**src/rtl/producer2riscv_if.sv**
```systemverilog
// Stream bundle between producer2riscv and its two neighbours: producer side
// (din/val_in/ready_upward) and RISC-V side (dout/val_out/ready_downward).
interface producer2riscv_if #(
  parameter int DATA_WIDTH = 32,
  parameter int DEPTH      = 8
);
  logic [DATA_WIDTH-1:0]  din;
  logic                   val_in;
  logic                   ready_upward;
  logic [DATA_WIDTH-1:0]  dout;
  logic                   val_out;
  logic                   ready_downward;
  logic [$clog2(DEPTH):0] level;
  logic                   almost_full;

  modport master (
    output din, val_in, ready_downward,
    input  ready_upward, dout, val_out, level, almost_full
  );

  modport slave (
    input  din, val_in, ready_downward,
    output ready_upward, dout, val_out, level, almost_full
  );
endinterface

```
**src/rtl/producer2riscv.sv**
```systemverilog
// Producer-to-PicoRV32 input adapter: first-word-fall-through FIFO with fully
// registered ready/valid. Define PRODUCER2RISCV_LEVEL_EN for level/almost_full.
module producer2riscv #(
  parameter int DATA_WIDTH   = 32,
  parameter int DEPTH        = 8,
  parameter int AFULL_MARGIN = 2
) (
  input  logic             clk,
  input  logic             reset,
  producer2riscv_if.slave  bus
);
  localparam int AW = $clog2(DEPTH);
  localparam int CW = AW + 1;

  if (DEPTH < 2 || (DEPTH & (DEPTH - 1)) != 0 || AFULL_MARGIN < 0 || AFULL_MARGIN > DEPTH) begin : g_bad_cfg
    $error("producer2riscv: DEPTH must be a power of two >= 2 and 0 <= AFULL_MARGIN <= DEPTH");
  end

  logic [DATA_WIDTH-1:0] mem [DEPTH];
  logic [AW-1:0]         wr_ptr;
  logic [AW-1:0]         rd_ptr;
  logic [CW-1:0]         count;
  logic [CW-1:0]         count_nxt;
  logic                  full;
  logic                  empty;
  logic                  ready;
  logic                  valid;
  logic                  push;
  logic                  pop;

  // Handshake outputs come from registers only, so nothing on the RISC-V side
  // reaches ready_upward combinationally.
  always_comb begin
    ready     = ~full & ~reset;
    valid     = ~empty & ~reset;
    push      = bus.val_in & ready;
    pop       = valid & bus.ready_downward;
    count_nxt = count + CW'(push) - CW'(pop);
  end

  always_ff @(posedge clk) begin
    if (reset) begin
      wr_ptr <= '0;
      rd_ptr <= '0;
      count  <= '0;
      full   <= 1'b0;
      empty  <= 1'b1;
    end else begin
      if (push) wr_ptr <= wr_ptr + 1'b1;
      if (pop)  rd_ptr <= rd_ptr + 1'b1;
      count <= count_nxt;
      full  <= (count_nxt == CW'(DEPTH));
      empty <= (count_nxt == '0);
    end
  end

  always_ff @(posedge clk) begin
    if (push) mem[wr_ptr] <= bus.din;
  end

  always_comb begin
    bus.ready_upward = ready;
    bus.val_out      = valid;
    bus.dout         = valid ? mem[rd_ptr] : '0;
  end

`ifdef PRODUCER2RISCV_LEVEL_EN
  logic afull;

  always_ff @(posedge clk) begin
    if (reset) afull <= 1'b0;
    else       afull <= (count_nxt >= CW'(DEPTH - AFULL_MARGIN));
  end

  // count is cleared by the same reset edge; gating keeps the flags at 0 for
  // the whole reset cycle, including the first one.
  always_comb begin
    bus.level       = reset ? '0 : count;
    bus.almost_full = afull & ~reset;
  end
`else
  always_comb begin
    bus.level       = '0;
    bus.almost_full = 1'b0;
  end
`endif
endmodule

```
**src/flat_wrapper.sv**
```systemverilog
// flat-port wrapper written by rule: the top's interface ports become plain ports
module producer2riscv_flat 
#(
  parameter int DATA_WIDTH   = 32,
  parameter int DEPTH        = 8,
  parameter int AFULL_MARGIN = 2
)
  (clk, reset, bus_din, bus_val_in, bus_ready_downward, bus_ready_upward, bus_dout, bus_val_out, bus_level, bus_almost_full);
  producer2riscv_if #(.DATA_WIDTH(DATA_WIDTH), .DEPTH(DEPTH)) bus_i ();
  input  logic clk;
  input  logic reset;
  input wire logic [$bits(bus_i.din)-1:0] bus_din;
  input wire logic [$bits(bus_i.val_in)-1:0] bus_val_in;
  input wire logic [$bits(bus_i.ready_downward)-1:0] bus_ready_downward;
  output wire logic [$bits(bus_i.ready_upward)-1:0] bus_ready_upward;
  output wire logic [$bits(bus_i.dout)-1:0] bus_dout;
  output wire logic [$bits(bus_i.val_out)-1:0] bus_val_out;
  output wire logic [$bits(bus_i.level)-1:0] bus_level;
  output wire logic [$bits(bus_i.almost_full)-1:0] bus_almost_full;
  assign bus_i.din = bus_din;
  assign bus_i.val_in = bus_val_in;
  assign bus_i.ready_downward = bus_ready_downward;
  assign bus_ready_upward = bus_i.ready_upward;
  assign bus_dout = bus_i.dout;
  assign bus_val_out = bus_i.val_out;
  assign bus_level = bus_i.level;
  assign bus_almost_full = bus_i.almost_full;
  producer2riscv #(.DATA_WIDTH(DATA_WIDTH), .DEPTH(DEPTH), .AFULL_MARGIN(AFULL_MARGIN)) u_core (.clk(clk), .reset(reset), .bus(bus_i));
endmodule
```
**config.mk**
```make
export PLATFORM = sky130hd
export DESIGN_NAME = producer2riscv_flat
export DESIGN_NICKNAME = d
export VERILOG_FILES = /design/src/rtl/producer2riscv_if.sv /design/src/rtl/producer2riscv.sv /design/src/flat_wrapper.sv
export SDC_FILE = /design/constraint.sdc
export NUM_CORES = 1
export LEC_CHECK = 0
export ABC_AREA = 1
export ABC_CLOCK_PERIOD_IN_PS = 2750
export CAP_MARGIN = 20
export CORE_ASPECT_RATIO = 1.75
export CORE_UTILIZATION = 29
export DETAILED_ROUTE_END_ITERATION = 7
export GPL_TIMING_DRIVEN = 0
export PLACE_DENSITY_LB_ADDON = 0.15
export SETUP_SLACK_MARGIN = 0.1
export SYNTH_ARGS = -nofsm -noshare
export SYNTH_HDL_FRONTEND = slang
export SYNTH_SLANG_ARGS = --single-unit
```
**constraint.sdc**
```tcl
create_clock -name clk -period 2.75 [get_ports clk]
set_input_delay 0.4125 -clock clk [delete_from_list [all_inputs] [get_ports clk]]
set_output_delay 0.4125 -clock clk [all_outputs]
set_load 0.01 [all_outputs]
```
==> results of run 1 <==
[flip-flops by register name, summed over array words and instances (netlist names), named ones only]
signal         flops
u_core.full        1
u_core.empty       1
u_core.mem       256
u_core.count       4
u_core.rd_ptr      3
u_core.wr_ptr      3
[placed cells by master (no fill, tap or decap), drive strengths merged]
master	netlist	layout
o21ai	1	1
xnor2	1	1
nand2	471	471
conb	1	5
clkdlybuf4s15	0	1
inv	148	150
dlymetal6s2s	0	1
bufinv	0	1
buf	52	56
edfxtp	256	256
clkinv	0	13
o21bai	1	1
a21oi	4	4
dfxtp	15	15
fa	1	1
xor2	1	1
clkbuf	5	44
nor2	82	82
or2	1	1
ha	6	6
nand3	101	101
clkdlybuf4s50	0	36
dlygate4sd2	0	29
[worst max path at each step]
stage	start	end	slack (ps)	cells after the start
global placement	bus_val_in	u_core.mem[6][21]	-1960	5
detailed placement	reset	bus_dout[12]	-130	6
CTS	register	bus_dout[19]	-80	10
global route	register	bus_dout[27]	100	9
floorplan	reset	u_core.mem[0][0]	-120	6
finish	register	bus_dout[27]	210	9
[timing repair]
| action | in CTS | in global routing |
|---|---|---|
| resized for setup | 95 | 10 |
| endpoints found under the setup margin | 32 | 12 |
| hold buffers | 0 | 0 |
[synthesized netlist by cell type (2+ instances only)]
master,instances
nand2_1,470
edfxtp_1,256
inv_1,146
nand3_1,101
nor2_1,81
buf_2,36
dfxtp_1,15
buf_1,9
buf_4,6
ha_1,6
clkbuf_1,5
a21oi_1,4
inv_2,2
[routing by layer]
layer / track usage / up-vias / wire length, µm
met5: 0 / - / 0
met3: 0.0174 / 45 / 992
met4: 0.0508 / 0 / 680
li1: - / 3856 / -
met1: 0.166 / 3632 / 11900
met2: 0.299 / 135 / 16600
[stage by stage]
stage	setup slack, ps	cells
final	211	1767
after global routing	105	1767
after CTS	-83.9	1767
after detailed placement	-131	1717
after global placement	-1960	1709
after floorplan	-116	1151
[cells by family after synthesis]
family | count (synthesis)
AND/OR/NAND/NOR | 655
AO/OA/AOI/OAI | 6
buffers and inverters | 205
flip-flops | 271
other | 1
adder cells (fa/ha/maj) | 7
XOR/XNOR | 2
[area by class of cell]
type	count	area, µm²	share of cell area
flip-flops and latches	271	7990	0.567
multi-input cells	675	2840	0.201
repair buffers	76	817	0.0580
clock buffers	34	722	0.0512
well taps	490	613	0.0435
inverters	148	556	0.0394
plain buffers	57	449	0.0319
clock inverters	16	106	0.00755
[power breakdown]
group	internal [mW]	switching, mW
registers	4.66	0.0414
logic	0.600	1.10
clock network	1.95	1.56
==> metrics.txt, run 1 <==
# Post-CTS Setup Buffers 0; CTS tree done; Clk pin slew, worst setup/hold paths around 60 ps; Power Dens Cells between 700 and 800 nW/µm²; 1st-pass router iterations 5; initial antenna violation count 0; via count roughly 7700; FMAX between 0.3 and 0.4 GHz; total inserted antenna cells 0; hold endpoint u_core.wr_ptr[0]; Via density 4.34; Syn Inst Count approximately 1100; Max-slew headroom 0.530; Setup Crit Path Kind reg -> out; number of remaining DRC errors 0; Final GP Congestion 0.727; Post-synth EDFFs 256; simple-gate portion of the synthesized area 0.224; maxcap violations 0; largest family of logic cells by synthesized area simple AND/OR/NAND/NOR gates; Hold Slack between 90 and 100 ps; final setup fails 0; gr usage total 0.152; HP Start reset; CP Max Fanout 10; Crit path required time approximately 2300 ps; min Tclk post-route 2540 ps; number of placement rows 96; CP Buf/Inv Count 4; setup slack, reg-to-reg approximately 540 ps; Avg Inst Size Synth about 10 µm²; drt first-iter violations approximately 320; mapped cell area roughly 12000 µm²; mux contribution to synthesized area 0; post-route total power between 9 and 10 mW; number of global-route vias before repair between 7000 and 8000; Slew Limit Fails 0; HPWL after DPL ~19000 µm; crit path DAT ~2100 ps; FF-to-FF path depth 10; clk_skew approximately 17 ps; post-route ant nets 0; fin area 14100 µm²; yosys warns 0; CP max stage delay approximately 370 ps; status completed; final core occ 0.359; number of H-tree levels 1; final WL between 30000 and 40000 µm; Compound-Gate Fraction of Synth Area 0.00281; Final Hold Viols 0; initial core utilization 0.295; Worst-Skew Late Latency around 560 ps; HP Class in -> reg; Layout area overhead 21.7%; largest area contributor in the netlist edfxtp_1; FF+latch count, synth 271; Seq/Total Area, Yosys 0.690; RR Endpoint u_core.empty; Synth area leaders edfxtp_1 66%, nand2_1 15%, inv_1 4.7%, nand3_1 4.4%, nor2_1 2.6%; Slew @ Worst Pin between 700 and 800 ps; CP max-delay cell dfxtp_1; clk buf depth 3; DIE AREA 40800 µm²; Post-synth ARST share 0; Placement Cell Area 13100 µm²; DR WL/cell 17.1 µm; RSZ-0062 raised after global routing no; Ports 75; Final Cycle Share 0.923; Synth Flop Type edfxtp_1; CP endpoint kind primary output; worst r2r src u_core.empty; Leak between 5 and 6 nW; Core Area 39300 µm²; post-synthesis cell type count 23; TritonCTS buffer count 27; first-pass GRT wire length between 40000 and 50000 µm; setup TNS 0 ps; CTS Root Cell clkbuf_16; Sink Count ~270; peak supply drop just under 0.4 mV; element type at the critical path start register; Port-buffer cells around 70; top cell type's share of synthesized area 0.664; die height approximately 270 µm; WHS Path Cells 2; Post-Synth XOR/XNOR Area 0.00151; global route overflow 0; fill count 3828; layout cells sized above 1 0.0979; die width 153 µm; crit-path cells inv_1, buf_4, buf_4, nand2_1, nand3_1, nand3_1, nand2_1, nor2_2, dlygate4sd2_1; final net count between 1000 and 1500; largest net degree at the start of global routing 23; Post-Synth Adder-Cell Area 0.00821; top cell family by delay on the critical path buffers and inverters
Note: power is estimated with default switching activity, not from simulation.
==> inputs of run 2 (changes only) <==
Settings changed: GPL_TIMING_DRIVEN 0 to unset.
==> metrics.txt, run 2 (same netlist as run 1, synthesis figures left out) <==
maxcap violations 0 (unchanged); Clk pin slew, worst setup/hold paths 70 ps (about the same); clk_skew 10.5 ps (-6.86 ps); TritonCTS buffer count 27 (unchanged); element type at the critical path start register; FF-to-FF path depth 10 (unchanged); final WL 30600 µm (+1.5%); CP max-delay cell clkdlybuf4s50_1; fill count 3868 (+1.0%); Critical Path Stages 9 (unchanged); number of H-tree levels 1 (unchanged); Final Hold Viols 0 (unchanged); layout cells sized above 1 0.0775 (-0.0203); min Tclk post-route 2730 ps (+189 ps); Worst-Skew Late Latency 540 ps (-20 ps); Largest regs u_core.mem: 256 flops, u_core.count: 4 flops; total inserted antenna cells 0 (unchanged); FMAX 0.367 GHz (-6.9%); Crit path required time 2340 ps (about the same); Ports 75 (unchanged); CP Buf/Inv Count 3 (-1); CP Max Fanout 16 (+6); Core Area 39300 µm² (unchanged); clk buf depth 3 (unchanged); Final Cycle Share 0.992 (+0.0686); Top reg by flops u_core.mem; setup slack, reg-to-reg 780 ps (+240 ps); CP endpoint kind primary output; HPWL after DPL 16700 µm (-14%); most common cell after layout, fill and taps aside nand2_1; status completed; DIE AREA 40800 µm² (unchanged); die height 266 µm (unchanged); peak supply drop 0.393 mV (+1.7%); WHS Path Cells 2 (unchanged); top cell family by delay on the critical path buffers and inverters; Via density 4.37 (+0.69%); number of global-route vias before repair 7688 (-0.59%); initial core utilization 0.295 (unchanged); RSZ-0062 raised after global routing yes; Slew Limit Fails 0 (unchanged); Leak 5.94 nW (-0.17%); CP max stage delay 560 ps (+190 ps); final setup fails 0 (unchanged); first-pass GRT wire length 46200 µm (+0.44%); die width 153 µm (unchanged); initial antenna violation count 0 (unchanged); final net count 1274 (-1.9%); 1st-pass router iterations 6 (+1); gr usage total 0.153 (+0.000597); HP Class reg -> reg; CTS tree done; most used cell along the critical path nand2_1; number of flip-flops in the largest register 256 (unchanged); post-route total power 10.1 mW (+1.7%); crit-path cells inv_8, buf_16, nand2_1, nand2_1, nand2_1, nand2_1, nor2_1, nor2_1, clkdlybuf4s50_1; DR WL/cell 17.6 µm (+3.0%); global route overflow 0 (unchanged); most frequent cells in the layout 470 x nand2_1, 256 x edfxtp_1, 145 x inv_1; Final GP Congestion 0.731 (+0.55%); drt first-iter violations 310 (-1.6%); Setup Crit Path Kind reg -> out; largest net degree at the start of global routing 65 (+180%); crit path DAT 2310 ps (+180 ps); Sink Count 271 (unchanged); Hold Slack 465 ps (+373 ps); via count 7607 (-0.80%); number of placement rows 96 (unchanged); Layout area overhead 22.9%; Port-buffer cells 69 (+1.5%); number of remaining DRC errors 0 (unchanged); Power Dens Cells 709 nW/µm² (+0.72%); CTS Root Cell clkbuf_16; post-route ant nets 0 (unchanged)
## run 2: layout make-up
type | instances | area, µm² | share of cell area
Tap cell | 490 | 613 | 0.0431
Inverter | 148 | 568 | 0.0399
Multi-Input combinational cell | 675 | 2830 | 0.199
Sequential cell | 271 | 8000 | 0.562
Clock buffer | 35 | 736 | 0.0517
Clock inverter | 14 | 120 | 0.00844
Timing Repair Buffer | 108 | 1360 | 0.0958
## run 2: metal layers
| metal | vias up | share of wire | global-route usage |
|---|---|---|---|
| li1 | 3808 | - | - |
| met1 | 3661 | 0.40 | 0.167 |
| met2 | 105 | 0.56 | 0.303 |
| met3 | 33 | 0.024 | 0.0172 |
| met4 | 0 | 0.019 | 0.0437 |
| met5 | - | 0 | 0 |
## run 2: where the power goes
group | internal, mW | switching [mW]
sequential | 4.66 | 0.0524
combinational | 0.680 | 1.08
clock | 2.07 | 1.54
total | 7.41 | 2.68
## run 2: stage by stage
step / instances / utilization / cell area [µm²] / setup WS [ps] / setup TNS (ps)
6_report: 1741 / 0.362 / 14200 / 22.8 / 0
5_1_grt: 1741 / 0.362 / 14200 / -112 / -259
4_1_cts: 1740 / 0.361 / 14200 / -51.4 / -97.7
3_5_place_dp: 1682 / 0.333 / 13100 / 134 / 0
3_3_place_gp: 1682 / 0.333 / 13100 / 123 / 0
2_1_floorplan: 1151 / - / 11600 / -116 / -29530
## run 2: worst paths after layout
kind | endpoint | startpoint
setup reg to reg | u_core.empty | u_core.empty
hold / removal | register | u_core.rd_ptr[2]
hold reg to reg | register | u_core.rd_ptr[2]
setup / recovery | bus_dout[14] | register
## run 2: tightest hold or removal path, delay by kind of cell (launching register included)
kind / cells / cell delay, ps
flip-flops: 1 / 310
AO/OA/AOI/OAI: 1 / 60
buffers and inverters: 1 / 50
## run 2: repair_timing
| item | 4_1_cts | 5_1_grt |
|---|---|---|
| gates resized for setup | 41 | 10 |
| cloned | 7 | 1 |
| endpoints found under the setup margin | 32 | 19 |
| hold buffers | 0 | 0 |
| pin swaps | 0 | 1 |
| setup buffers | 2 | 0 |
==> inputs of run 3 (changes only) <==
Settings changed: SLEW_MARGIN set to 30.
==> results of run 3 <==
The final DEF is identical to that of run 2; final timing and power are the same.
